<file path="config.mk">
export PLATFORM = sky130hd
export DESIGN_NAME = regfile_op_sequencer
export DESIGN_NICKNAME = d
export VERILOG_FILES = /design/src/rtl/regfile_op_sequencer.sv
export SDC_FILE = /design/constraint.sdc
export NUM_CORES = 1
export LEC_CHECK = 0
export CAP_MARGIN = 20
export CELL_PAD_IN_SITES_DETAIL_PLACEMENT = 0
export CELL_PAD_IN_SITES_GLOBAL_PLACEMENT = 1
export CORE_MARGIN = 2
export CORE_UTILIZATION = 50
export CTS_CLUSTER_DIAMETER = 150
export DETAILED_ROUTE_END_ITERATION = 7
export DONT_BUFFER_PORTS = 1
export PLACE_DENSITY = 0.92
export SYNTH_ARGS = -nofsm -noshare
export SYNTH_HDL_FRONTEND = slang
export SYNTH_SLANG_ARGS = --single-unit
</file>
<file path="constraint.sdc">
create_clock -name clk -period 4.1 [get_ports clk]
set_input_delay 0.82 -clock clk [delete_from_list [all_inputs] [get_ports clk]]
set_output_delay 0.82 -clock clk [all_outputs]
set_load 0.005 [all_outputs]
</file>
<file path="src/rtl/regfile_op_sequencer.sv">
// Table-driven stimulus master for the RegFile wrapper load interface: plays each op
// through the ld_Reg/ld_Setup/ld_Imm/ld_clk strobes, then checks aluOutput against op_expect.
module regfile_op_sequencer #(
    parameter int OP_COUNT      = 8,
    parameter int ADDR_W        = 3,
    parameter int HOLD_CYCLES   = 2,
    parameter int SETTLE_CYCLES = 2
) (
    input  logic              clk,
    input  logic              reset,
    input  logic              start,
    output logic [ADDR_W-1:0] op_addr,
    input  logic [9:0]        op_reg,
    input  logic [9:0]        op_setup,
    input  logic [9:0]        op_imm,
    input  logic [15:0]       op_expect,
    output logic [9:0]        data_input,
    output logic              ld_Reg,
    output logic              ld_Setup,
    output logic              ld_Imm,
    output logic              ld_clk,
    input  logic [15:0]       aluOutput,
    input  logic [4:0]        Flags,
    output logic              busy,
    output logic              done,
    output logic              fail,
    output logic [ADDR_W-1:0] fail_index,
    output logic [15:0]       last_result,
    output logic [4:0]        last_flags,
    output logic [7:0]        pass_count
);

    typedef enum logic [3:0] {
        S_IDLE, S_FETCH, S_REG, S_SETUP, S_IMM, S_CLK, S_SETTLE, S_CHECK, S_DONE
    } state_t;

    localparam logic [15:0] PHASE_LAST  = 16'(HOLD_CYCLES + 1);
    localparam logic [15:0] HOLD_LAST   = 16'(HOLD_CYCLES);
    localparam logic [15:0] SETTLE_LAST = 16'(SETTLE_CYCLES - 1);
    localparam logic [ADDR_W-1:0] LAST_ADDR = ADDR_W'(OP_COUNT - 1);

    state_t            state_q, state_d;
    logic [15:0]       cnt_q, cnt_d;
    logic [ADDR_W-1:0] op_addr_q, op_addr_d;
    logic [9:0]        reg_q, reg_d, setup_q, setup_d, imm_q, imm_d;
    logic [15:0]       expect_q, expect_d;
    logic              fail_q, fail_d;
    logic [ADDR_W-1:0] fail_index_q, fail_index_d;
    logic [15:0]       last_result_q, last_result_d;
    logic [4:0]        last_flags_q, last_flags_d;
    logic [7:0]        pass_count_q, pass_count_d;

    always_ff @(posedge clk) begin
        if (!reset) begin
            state_q       <= S_IDLE;
            cnt_q         <= '0;
            op_addr_q     <= '0;
            reg_q         <= '0;
            setup_q       <= '0;
            imm_q         <= '0;
            expect_q      <= '0;
            fail_q        <= 1'b0;
            fail_index_q  <= '0;
            last_result_q <= '0;
            last_flags_q  <= '0;
            pass_count_q  <= '0;
        end else begin
            state_q       <= state_d;
            cnt_q         <= cnt_d;
            op_addr_q     <= op_addr_d;
            reg_q         <= reg_d;
            setup_q       <= setup_d;
            imm_q         <= imm_d;
            expect_q      <= expect_d;
            fail_q        <= fail_d;
            fail_index_q  <= fail_index_d;
            last_result_q <= last_result_d;
            last_flags_q  <= last_flags_d;
            pass_count_q  <= pass_count_d;
        end
    end

    always_comb begin
        state_d       = state_q;
        cnt_d         = cnt_q;
        op_addr_d     = op_addr_q;
        reg_d         = reg_q;
        setup_d       = setup_q;
        imm_d         = imm_q;
        expect_d      = expect_q;
        fail_d        = fail_q;
        fail_index_d  = fail_index_q;
        last_result_d = last_result_q;
        last_flags_d  = last_flags_q;
        pass_count_d  = pass_count_q;
        data_input    = '0;
        ld_Reg        = 1'b0;
        ld_Setup      = 1'b0;
        ld_Imm        = 1'b0;
        ld_clk        = 1'b0;
        busy          = 1'b1;
        done          = 1'b0;

        case (state_q)
            S_IDLE: begin
                busy = 1'b0;
                if (start) begin
                    state_d      = S_FETCH;
                    cnt_d        = '0;
                    op_addr_d    = '0;
                    fail_d       = 1'b0;
                    fail_index_d = '0;
                    pass_count_d = '0;
                end
            end
            S_FETCH: begin
                state_d = S_REG;
                cnt_d   = '0;
            end
            S_REG: begin
                // Table output first becomes valid here; pass it straight through
                // while it is captured so the word is stable from the phase's first cycle.
                if (cnt_q == '0) begin
                    data_input = op_reg;
                    reg_d      = op_reg;
                    setup_d    = op_setup;
                    imm_d      = op_imm;
                    expect_d   = op_expect;
                end else begin
                    data_input = reg_q;
                end
                ld_Reg = (cnt_q != '0) && (cnt_q <= HOLD_LAST);
                cnt_d  = cnt_q + 16'd1;
                if (cnt_q == PHASE_LAST) begin
                    state_d = S_SETUP;
                    cnt_d   = '0;
                end
            end
            S_SETUP: begin
                data_input = setup_q;
                ld_Setup   = (cnt_q != '0) && (cnt_q <= HOLD_LAST);
                cnt_d      = cnt_q + 16'd1;
                if (cnt_q == PHASE_LAST) begin
                    state_d = S_IMM;
                    cnt_d   = '0;
                end
            end
            S_IMM: begin
                data_input = imm_q;
                ld_Imm     = (cnt_q != '0) && (cnt_q <= HOLD_LAST);
                cnt_d      = cnt_q + 16'd1;
                if (cnt_q == PHASE_LAST) begin
                    state_d = S_CLK;
                    cnt_d   = '0;
                end
            end
            S_CLK: begin
                data_input = imm_q;
                ld_clk     = (cnt_q < HOLD_LAST);
                cnt_d      = cnt_q + 16'd1;
                if (cnt_q == HOLD_LAST) begin
                    state_d = S_SETTLE;
                    cnt_d   = '0;
                end
            end
            S_SETTLE: begin
                data_input = imm_q;
                cnt_d      = cnt_q + 16'd1;
                if (cnt_q == SETTLE_LAST) begin
                    state_d = S_CHECK;
                    cnt_d   = '0;
                end
            end
            S_CHECK: begin
                data_input    = imm_q;
                last_result_d = aluOutput;
                last_flags_d  = Flags;
                if (aluOutput == expect_q) begin
                    if (pass_count_q != 8'hFF) pass_count_d = pass_count_q + 8'd1;
                end else if (!fail_q) begin
                    fail_d       = 1'b1;
                    fail_index_d = op_addr_q;
                end
                if (op_addr_q == LAST_ADDR) begin
                    state_d = S_DONE;
                end else begin
                    op_addr_d = op_addr_q + ADDR_W'(1);
                    state_d   = S_FETCH;
                end
            end
            S_DONE: begin
                busy    = 1'b0;
                done    = 1'b1;
                state_d = S_IDLE;
            end
            default: begin
                busy    = 1'b0;
                state_d = S_IDLE;
            end
        endcase
    end

    assign op_addr     = op_addr_q;
    assign fail        = fail_q;
    assign fail_index  = fail_index_q;
    assign last_result = last_result_q;
    assign last_flags  = last_flags_q;
    assign pass_count  = pass_count_q;

endmodule

</file>
After elaboration in Yosys (flattened, before gate mapping)
Cells that the tools add are included.
{"block": "totals", "output_inout_bits": 52, "wordCells": 92, "regBits": 102, "in_bits": 70}
{"block": "classes", "n_mux": 34, "magnitude_cmp": 2, "add_sub_neg": 3, "eq_ne": 25, "reduce_logical": 16}
{"cell": "one-hot mux 16 bit (5 select lines)", "count": 1}
{"cell": "2-to-1 mux 16 bit", "count": 4}
{"cell": "== test 16 x 2 -> 1 bit, second input constant", "count": 2}
{"cell": "one-hot mux 4 bit (8 select lines)", "count": 1}
{"cell": "one-hot mux 10 bit (3 select lines)", "count": 1}
{"cell": "2-to-1 mux 4 bit", "count": 7}
{"cell": "2-to-1 mux 8 bit", "count": 3}
{"cell": "inequality test 2 bit, second input constant", "count": 11}
{"cell": "adder 16 x 1 -> 16 bit, second input constant", "count": 1}
{"cell": "== test 16 x 1 -> 1 bit, second input constant", "count": 1}
{"cell": "== test 16 bit", "count": 1}
{"cell": "== test 4 x 3 -> 1 bit, second input constant", "count": 4}
{"cell": "less-or-equal comparator 16 x 2 -> 1 bit, second input constant", "count": 1}
{"cell": "zero test 16 bit", "count": 1}
{"cell": "less-than comparator 16 x 2 -> 1 bit, second input constant", "count": 1}
{"cell": "one-hot mux 8 bit (2 select lines)", "count": 1}
{"cell": "nonzero test 16 bit", "count": 1}
{"cell": "2-to-1 mux 3 bit", "count": 4}
{"cell": "one-hot mux 3 bit (2 select lines)", "count": 2}
{"cell": "2-to-1 mux 10 bit", "count": 1}
{"cell": "adder 8 x 1 -> 8 bit, second input constant", "count": 1}
{"cell": "== test 4 x 2 -> 1 bit, second input constant", "count": 2}
{"cell": "2-to-1 mux 1 bit", "count": 8}
{"cell": "inequality test 8 bit, second input constant", "count": 1}
{"cell": "other kinds (16)", "count": 19}

Logic depth before layout (Yosys ltp)
{"block": "depth", "word_depth": 4, "mapped_depth": 8, "mapped_depth_nobuf": 7}

Worst setup path after synthesis
OpenSTA, ideal clock, no wires.
{"block": "synth_path", "path_kind": "reg2out", "startpoint": "register cnt_q[10]", "endpoint": "output port data_input[0]", "t_required_ps": 3280, "stages_incl_launch_ff": 7, "arrival_ps": 1646, "path_buffers": 1, "path_slack_ps": 1634, "cell_sequence": "dfxtp_1 -> nor4_1 -> nand4_2 -> or2_4 -> buf_2 -> mux2i_1 -> o21ai_0"}
{"block": "synth_between", "elab_chain_cells": 3}
{"item": "start: declaration", "line": "43", "text": "logic [15:0] cnt_q, cnt_d;"}
{"item": "start signal: assignment", "line": "69", "text": "cnt_q <= cnt_d;"}
{"item": "zero test 16 bit", "line": "123", "text": "if (cnt_q == '0) begin"}
{"item": "2-to-1 mux 10 bit"}
{"item": "one-hot mux 10 bit (3 select lines)", "line": "104", "text": "case (state_q)"}
{"item": "end: declaration", "line": "17", "text": "output logic [9:0] data_input,"}
Every way passes these cells.

Final worst setup path
{"block": "layout_path", "startpoint": "register state_q[2]", "endpoint": "output port ld_Imm"}
{"block": "layout_between", "elab_chain_cells": 2}
{"item": "start: declaration", "line": "42", "text": "state_t state_q, state_d;"}
{"item": "start signal: assignment", "line": "68", "text": "state_q <= state_d;"}
{"item": "== test 4 x 3 -> 1 bit", "line": "104"}
{"item": "2-to-1 mux 1 bit", "line": "104"}
{"item": "end: declaration", "line": "20", "text": "output logic ld_Imm,"}
Every way passes these cells.

==> out/summary.txt <==
number of antenna repair diodes -> 0
row count -> 35
Yosys top cell by area -> dfxtp_1
#FFs+latches synth -> 102
CP required -> 3.28 ns
fin crit period -> 3.04 ns
count leader, synth -> nand2_1
Lkg Pwr -> 1.61 nW
hold path cells -> 2
worst skew pair latency -> 0.37 ns
area grow syn2layout -> 4.36%
register-to-register setup slack -> 1.56 ns
CTS Root Cell -> clkbuf_8
critical path arrival -> 2.22 ns
outcome -> complete, no violations
Die Width -> 102 um
Die H -> 102 um
sequential area share after synthesis -> 42.7%
startpoint types -> flop
Worst Hold Class -> reg2reg
max_cap viols -> 0
Initial Util -> 51.6%
I/O pins -> 122
Max Buffers Root-to-Sink -> 2
Synth Flop Type -> dfxtp_1
Port Buffer Count -> 0
synth warn -> 0
syn nets -> 653
vias in the first global route -> 3623
Post-CTS Resized -> 0
drt pass-1 iters -> 5
post-synthesis cell type count -> 48
first-pass GRT wire length -> 17300 um
Post-CTS Hold Fix Bufs -> 0
Total Die Area -> 10400 um^2
DR WL/cell -> 15.1 um
Tcrit/Tclk final -> 74.1%
CP max FO -> 14
pwr/cell area -> 512 nW/um^2
crit end category -> primary output
share of cells above drive strength 1 -> 5.53%
Worst Clk Skew -> 0.0179 ns
Worst Hold Endpoint -> imm_q[8]$_SDFFE_PN0P_
GRT Util Overall -> 20.7%
grt ovf -> 0
drt via density -> 5.41
post-synth top area share -> 42.7%
Max VDD drop -> 0.286 mV
H-tree levels -> 3
Final nets -> 633
Hold Path Origin -> imm_q[8]$_SDFFE_PN0P_
Residual DRC -> 0
synth top area cells -> dfxtp_1, nand2_1, a21boi_0
syn avg cell area -> 8.31 um^2
CTS Buf Count -> 9
Setup CP Type -> reg2out
Worst-Margin Slew -> 0.778 ns
Worst-path clk slew -> 0.10 ns
unrepaired setup endpoints after global routing -> false
Setup Viol. Count Final -> 0
count of pins over their slew limit -> 0
Mapped Cells -> 576
final WL -> 10400 um
Post-synth ARST share -> 0%
Reg-to-Reg Start -> state_q[0]$_SDFFE_PN0P_
TritonCTS clock tree -> yes
Slew headroom -> 47.9%
final total power -> 2.56 mW
GPL Wtd Cong -> 0.845
Hold Fails Final Rpt -> 0
Final HPWL DP -> 7210 um
overall via count from detail_route -> 3733
most frequent cells after synthesis -> nand2_1, dfxtp_1, a21boi_0, nor2_1, a21boi_1
Core Box Area -> 9280 um^2
number of nets with antenna violations after detailed routing -> 0
largest net degree at the start of global routing -> 89
fmax -> 0.329 GHz
final setup TNS -> 0 ns
drt initial violations -> 115
worst r2r dst -> fail_index[0]$_SDFFE_PN0P_
total setup buffers inserted after CTS -> 0
initial antenna violation count -> 0
number of enable flip-flop cells after synthesis -> 0
worst r2r path cells -> 5
clk sinks -> 102
Synth Cell Area -> 4790 um^2
## kinds of logic after synthesis
family | Yosys count | share of synthesized area (%)
AND/OR/NAND/NOR | 259 | 24.8
AO/OA/AOI/OAI | 120 | 18.1
flip-flops | 102 | 42.7
buffers and inverters | 43 | 4.08
XOR/XNOR | 33 | 6.04
multiplexers | 12 | 2.51
adder cells (fa/ha/maj) | 7 | 1.83
## power breakdown
group          total, mW  internal (mW)  switching, mW
Clock              0.616          0.235          0.381
Combinational      0.722          0.262          0.459
Sequential          1.22           1.11          0.112
Total               2.56           1.61          0.953
## registers in the layout, indices dropped and copies added, names as in the netlist, 4 cells and up
signal,cells
cnt_q,16
expect_q,16
last_result,16
imm_q,10
reg_q,10
setup_q,10
pass_count,8
last_flags,5
state_q,4
## layout make-up
type                       instances  area [um^2]
tap                              129          161
timing repair buffer               2         15.0
clock inverter                     7         66.3
clock buffer                       9          124
sequential                       102         2040
multi-input combinational        431         2550
fill                             896         4290
inverter                          10         37.5
## critical path: stages (launching register included)
cell and delay (ns):
dfxtp_1 0.61, inv_1 0.12, nor2_1 0.63, nor4b_1 0.50
## routing by layer
| metal | vias to the layer above | global-route usage, % | share of wire, % |
|---|---|---|---|
| li1 | 1896 | - | - |
| met1 | 1732 | 26.2 | 43 |
| met2 | 91 | 33.7 | 48 |
| met3 | 14 | 6.70 | 7.5 |
| met4 | 0 | 6.97 | 1.5 |
| met5 | - | 0 | 0 |
## metrics by stage
step	area (um^2)	setup slack (ns)	utilization [%]	cells	hold WS, ns
floorplan	4790	1.63	-	576	0.435
CTS	5000	1.08	53.8	690	0.459
finish	5000	1.06	53.8	690	0.457
global route	5000	0.897	53.8	690	0.478
detailed placement	4810	1.51	51.8	674	0.444
global placement	4810	1.53	51.8	674	0.441
## how the worst max path moves through the flow
stage	start	endpoint	cells after the start
after floorplan	cnt_q[10]$_SDFFE_PN0P_	data_input[0]	6
after global placement	state_q[2]$_SDFFE_PN0P_	ld_Imm	3
after detailed placement	state_q[2]$_SDFFE_PN0P_	ld_Imm	3
after CTS	state_q[2]$_SDFFE_PN0P_	ld_Imm	3
after global routing	state_q[2]$_SDFFE_PN0P_	ld_Imm	3
final	state_q[2]$_SDFFE_PN0P_	ld_Imm	3
## cells in the final DEF (no fill, tap or decap), types with 2 or more instances in the layout
cell / n
xor2_1: 11
inv_6: 2
clkbuf_8: 9
o21ai_0: 24
nand2_1: 153
dfxtp_1: 102
or3_1: 4
mux2i_1: 12
a21boi_0: 41
nor3_1: 4
o21ai_4: 2
and3_1: 6
a21oi_1: 6
a21boi_1: 28
a22oi_1: 10
and2_1: 2
inv_1: 10
ha_1: 7
o211ai_1: 3
xnor2_1: 22
nand2b_1: 3
nand4_1: 11
buf_4: 2
nand3b_1: 2
nand3_1: 17
nor2b_1: 3
nor3b_1: 2
nor4_1: 3
nor2_1: 36
(Power assumes the default switching activity.)
